===== config.mk =====
export PLATFORM = sky130hd
export DESIGN_NAME = multicycle_ctrl
export DESIGN_NICKNAME = d
export VERILOG_FILES = /design/src/rtl/multicycle_ctrl.sv
export SDC_FILE = /design/constraint.sdc
export NUM_CORES = 1
export LEC_CHECK = 0
export CAP_MARGIN = 20
export CORE_AREA = 2 2 74 76
export DETAILED_ROUTE_END_ITERATION = 10
export DIE_AREA = 0 0 76 78
export MAX_ROUTING_LAYER = met4
export PLACE_DENSITY = 0.75
export REMOVE_ABC_BUFFERS = 1
export SKIP_CTS_REPAIR_TIMING = 1
export SLEW_MARGIN = 40
export SYNTH_ARGS = -nofsm -noshare
export SYNTH_HDL_FRONTEND = slang
export SYNTH_SLANG_ARGS = --single-unit

===== constraint.sdc =====
create_clock -name clk -period 2.05 [get_ports clk]
set_input_delay 0.41 -clock clk [delete_from_list [all_inputs] [get_ports clk]]
set_output_delay 0.41 -clock clk [all_outputs]
set_load 0.005 [all_outputs]

===== src/rtl/multicycle_ctrl.sv =====
// Multicycle processor control FSM: FETCH/DECODE/EXEC/MEM/WB sequencing,
// combinational datapath enables, and a retired-instruction counter.
module multicycle_ctrl #(
    parameter int RETIRE_W = 32
) (
    input  logic                clk,
    input  logic                rst,
    input  logic [6:0]          opcode,
    input  logic                hold,
    input  logic                mem_ready,
    input  logic                branch_taken,
    output logic                PCWrite,
    output logic                IRWrite,
    output logic                IorD,
    output logic                MemRead,
    output logic                MemWrite,
    output logic                RegWrite,
    output logic                MemtoReg,
    output logic                ALUSrc,
    output logic                Branch,
    output logic [1:0]          ALUop,
    output logic [2:0]          state,
    output logic                illegal,
    output logic [RETIRE_W-1:0] retired
);

    typedef enum logic [2:0] {
        S_FETCH  = 3'd0,
        S_DECODE = 3'd1,
        S_EXEC   = 3'd2,
        S_MEM    = 3'd3,
        S_WB     = 3'd4
    } state_t;

    typedef enum logic [2:0] {
        OP_NONE = 3'd0,
        OP_R    = 3'd1,
        OP_I    = 3'd2,
        OP_LW   = 3'd3,
        OP_SW   = 3'd4,
        OP_BR   = 3'd5
    } op_class_t;

    state_t    state_q;
    op_class_t op_q;
    op_class_t dec_class;
    logic      dec_nop;
    logic      dec_legal;

    assign state = state_q;

    // NOTE: every always_comb output gets a default first so no path leaves it unassigned (no latch).
    always_comb begin
        dec_class = OP_NONE;
        dec_nop   = 1'b0;
        dec_legal = 1'b1;
        case (opcode)
            7'b0110011: dec_class = OP_R;
            7'b0010011: dec_class = OP_I;
            7'b0000011: dec_class = OP_LW;
            7'b0100011: dec_class = OP_SW;
            7'b1100011: dec_class = OP_BR;
            7'b0000000: dec_nop   = 1'b1;
            default:    dec_legal = 1'b0;
        endcase
    end

    // NOTE: sequential state uses non-blocking assignments only; combinational blocks use blocking.
    always_ff @(posedge clk or posedge rst) begin
        if (rst) begin
            state_q <= S_FETCH;
            op_q    <= OP_NONE;
            retired <= '0;
        end else if (!hold) begin
            case (state_q)
                S_FETCH:  if (mem_ready) state_q <= S_DECODE;
                S_DECODE: begin
                    op_q <= dec_class;
                    if (dec_class != OP_NONE) begin
                        state_q <= S_EXEC;
                    end else begin
                        state_q <= S_FETCH;
                        if (dec_nop) retired <= retired + RETIRE_W'(1);
                    end
                end
                S_EXEC: begin
                    case (op_q)
                        OP_LW, OP_SW: state_q <= S_MEM;
                        OP_R, OP_I:   state_q <= S_WB;
                        OP_BR: begin
                            state_q <= S_FETCH;
                            retired <= retired + RETIRE_W'(1);
                        end
                        default:      state_q <= S_FETCH;
                    endcase
                end
                S_MEM: begin
                    if (mem_ready) begin
                        if (op_q == OP_LW) begin
                            state_q <= S_WB;
                        end else begin
                            state_q <= S_FETCH;
                            retired <= retired + RETIRE_W'(1);
                        end
                    end
                end
                S_WB: begin
                    state_q <= S_FETCH;
                    retired <= retired + RETIRE_W'(1);
                end
                default:  state_q <= S_FETCH;
            endcase
        end
    end

    // Reset blanks every output, even though FETCH would otherwise drive MemRead.
    always_comb begin
        PCWrite  = 1'b0;
        IRWrite  = 1'b0;
        IorD     = 1'b0;
        MemRead  = 1'b0;
        MemWrite = 1'b0;
        RegWrite = 1'b0;
        MemtoReg = 1'b0;
        ALUSrc   = 1'b0;
        Branch   = 1'b0;
        ALUop    = 2'b00;
        illegal  = 1'b0;
        if (!rst) begin
            case (state_q)
                S_FETCH: begin
                    MemRead = 1'b1;
                    if (mem_ready) begin
                        IRWrite = 1'b1;
                        PCWrite = 1'b1;
                    end
                end
                S_DECODE: illegal = !dec_legal;
                S_EXEC: begin
                    case (op_q)
                        OP_LW, OP_SW: ALUSrc = 1'b1;
                        OP_I: begin
                            ALUSrc = 1'b1;
                            ALUop  = 2'b10;
                        end
                        OP_R:  ALUop = 2'b10;
                        OP_BR: begin
                            ALUop   = 2'b01;
                            Branch  = 1'b1;
                            PCWrite = branch_taken;
                        end
                        default: ;
                    endcase
                end
                S_MEM: begin
                    IorD     = 1'b1;
                    MemRead  = (op_q == OP_LW);
                    MemWrite = (op_q == OP_SW);
                end
                S_WB: begin
                    RegWrite = 1'b1;
                    MemtoReg = (op_q == OP_LW);
                end
                default: ;
            endcase
            // A held cycle must not commit anything, including a ready memory access.
            if (hold) begin
                PCWrite  = 1'b0;
                IRWrite  = 1'b0;
                MemRead  = 1'b0;
                MemWrite = 1'b0;
                RegWrite = 1'b0;
                illegal  = 1'b0;
            end
        end
    end

endmodule

==> reports/results.tsv <==
metric	value	unit
synth_area_leader_cell	dfrtp_1	
dp_slack	-0.467	ns
drv_slew	0	
outcome	finished with violations	
cp-end-kind	output port	
drt-total-wl	5820	um
fin_worst_skew	0.00881	ns
detail-route-antenna-nets	0	
drc	0	
grtUsageTotal	18.4	%
grt_max_degree	39	
max_freq	0.481	GHz
r2r_start	state[1]	
ys_seq_area_share	43.6	%
yosysTopAreaCellShare	43.6	%
period_minus_slack	2.08	ns
grt-ovfl-total	0	
p_leak	1.82	nW
ys_async_sr_fraction	100	%
vias_per_cell	5.20	
crit_fanout	2	
r2r-end	retired[17]	
seq_area	952	sq um
diodes	0	
synth_cell_type_count	41	
die_h	78	um
rsz0062_at_grt	yes	
area_growth_syn_to_layout	58.5	%
ios	59	
power.density	563	nW/um^2
grt_pass1_wl	8770	um
hold_end	retired[31]	
synthFlopType	dfrtp_1	
violations	setup timing	
gp_congestion	0.851	
rows	26	
holdPathStages	1	
slew_headroom	60.3	%
yosysWarnings	0	
multiInputGateArea	1300	sq um
stdcell_count	391	
dr.pass1.iters	4	
core	5040	sq um
initial_core_util	43.2	%
synth_area_per_cell	9.60	sq um
antenna_found_initial	0	
setup_viol	1	
n_fill_cell	395	
drive_gt1_share	25.2	%
critical_path_required	1.64	ns
cts_tree	done	
synth_edf_count	0	
critPathLaunchType	input pin	
dp_hpwl	3980	um
synth_top_cells_by_area	dfrtp_1 (44%), xor2_1 (9.2%), nand2_1 (4.3%)	
worstPathArrival	1.67	ns
wl_per_cell	14.9	um
hold_start	retired[31]	
clkTransAtPathRegs	0.07	ns
root_buffer	clkbuf_8	
dp_cells	377	
reg2reg_depth	8	
port_buffers	58	
cts_buffers	5	
netlist_area	2180	sq um
tightest_slew	0.596	ns
worstHoldPathType	register to register	
hold_violations	0	
postSynthCellCount	227	
period_share	101	%
ctsHtreeMaxLevel	2	
routed-via-count	2035	
clk_latency	0.29	ns
drt_iter0_drc	92	
setup_ws	-0.0282	ns
ys_ff_latch	38	
grt_pass1_vias	1859	
drv_cap	0	
peakVddDrop	561	uV
clock-sinks	38	
crit_type	input pin to output port	
cts.path.max_buffers	2	
regToRegSetupSlack	0.01	ns
nets	334	
die-area	5930	sq um
die_w	76	um
## worst max path at each step
stage	startpoint	slack (ns)	endpoint	cells after the start
after global routing	state[1]	-0.09	retired[17]	8
after CTS	opcode[6]	-0.47	illegal	5
final	opcode[1]	-0.03	illegal	5
after detailed placement	opcode[6]	-0.47	illegal	5
after global placement	opcode[5]	-0.38	illegal	5
after floorplan	rst	-0.09	ALUop[1]	3
## report_power, final
| group | total (mW) | internal [mW] | switching (mW) |
|---|---|---|---|
| combinational | 0.460 | 0.252 | 0.208 |
| clock | 0.650 | 0.389 | 0.261 |
| sequential | 0.833 | 0.793 | 0.0402 |
## cell usage after synthesis (3+ instances only)
cell type and instances:
and3_1 7, a21oi_1 3, o21ai_0 3, nand2_1 25
nand4_1 7, buf_4 4, nand3_1 16, nand2b_1 8
dfrtp_1 38, xnor2_1 10, nor3_1 13, nor4_1 10
xor2_1 23, nor2_1 17, clkbuf_1 4, nor4_2 4
inv_1 7
## worst max-delay path: stages
cell             delay [ns]
clkdlybuf4s50_1        0.50
nor3_2                 0.05
a211o_2                0.30
nor4_1                 0.24
dlymetal6s2s_1         0.17
## cell families after synthesis
logic type | after synthesis | share of synthesized area (%)
fa+ha+maj | 1 | 0.574
flops | 38 | 43.6
buf+inv | 18 | 4.25
xor+xnor | 33 | 13.3
mux | 1 | 0.459
compound gates | 17 | 6.49
simple gates | 119 | 31.3
## per-stage QoR
step | instance area, sq um | TNS (ns) | hold WS, ns | total power, mW | utilization (%)
6_report | 3450 | -0.0282 | 0.463 | 1.94 | 68.5
3_5_place_dp | 3040 | -8.32 | 0.457 | 1.26 | 60.3
2_1_floorplan | 2110 | -0.329 | 0.465 | 1.01 | -
3_3_place_gp | 3040 | -7.15 | 0.455 | 1.25 | 60.3
5_1_grt | 3450 | -0.233 | 0.493 | 2.03 | 68.5
4_1_cts | 3150 | -3.11 | 0.471 | 1.91 | 62.6
## area by class of cell
type,instances,share of cell area (%)
clock buffer,6,2.39
clock inverter,1,0.869
inverter,7,0.761
multi-input combinational,171,37.7
sequential,38,27.6
tap,70,2.54
timing repair buffer,98,28.2
## flip-flops by register name, indices dropped and copies added, names as in the netlist
name and cells:
op_q 3, retired 32, state 3
## layer usage
layer,GRT usage [%],wire (um),up-vias
met1,24.0,2720,1006
li1,-,-,983
met5,-,0,-
met2,29.9,2910,40
met3,3.72,150,6
met4,3.82,44,0
## placed cells by master, fill, tap and decap left out, types with 2 or more instances in the layout
cell | netlist | routed
nand2_1 | 25 | 25
xnor2_1 | 10 | 10
nor4_1 | 10 | 3
clkbuf_16 | 0 | 2
xor2_1 | 23 | 23
nand2b_1 | 8 | 8
buf_4 | 4 | 36
nor4_2 | 4 | 5
o21ai_0 | 3 | 3
nand3_1 | 16 | 15
clkdlybuf4s50_1 | 0 | 41
and3_1 | 7 | 7
nor2_2 | 1 | 3
nor4_4 | 2 | 8
clkbuf_8 | 0 | 6
a21oi_1 | 3 | 3
o31ai_1 | 2 | 2
nor3_1 | 13 | 6
dlymetal6s2s_1 | 0 | 17
inv_1 | 7 | 6
dfrtp_1 | 38 | 37
nand4_1 | 7 | 7
nor2_1 | 17 | 14
nor3_2 | 0 | 7
No activity file was read; power rests on OpenSTA's default activity.
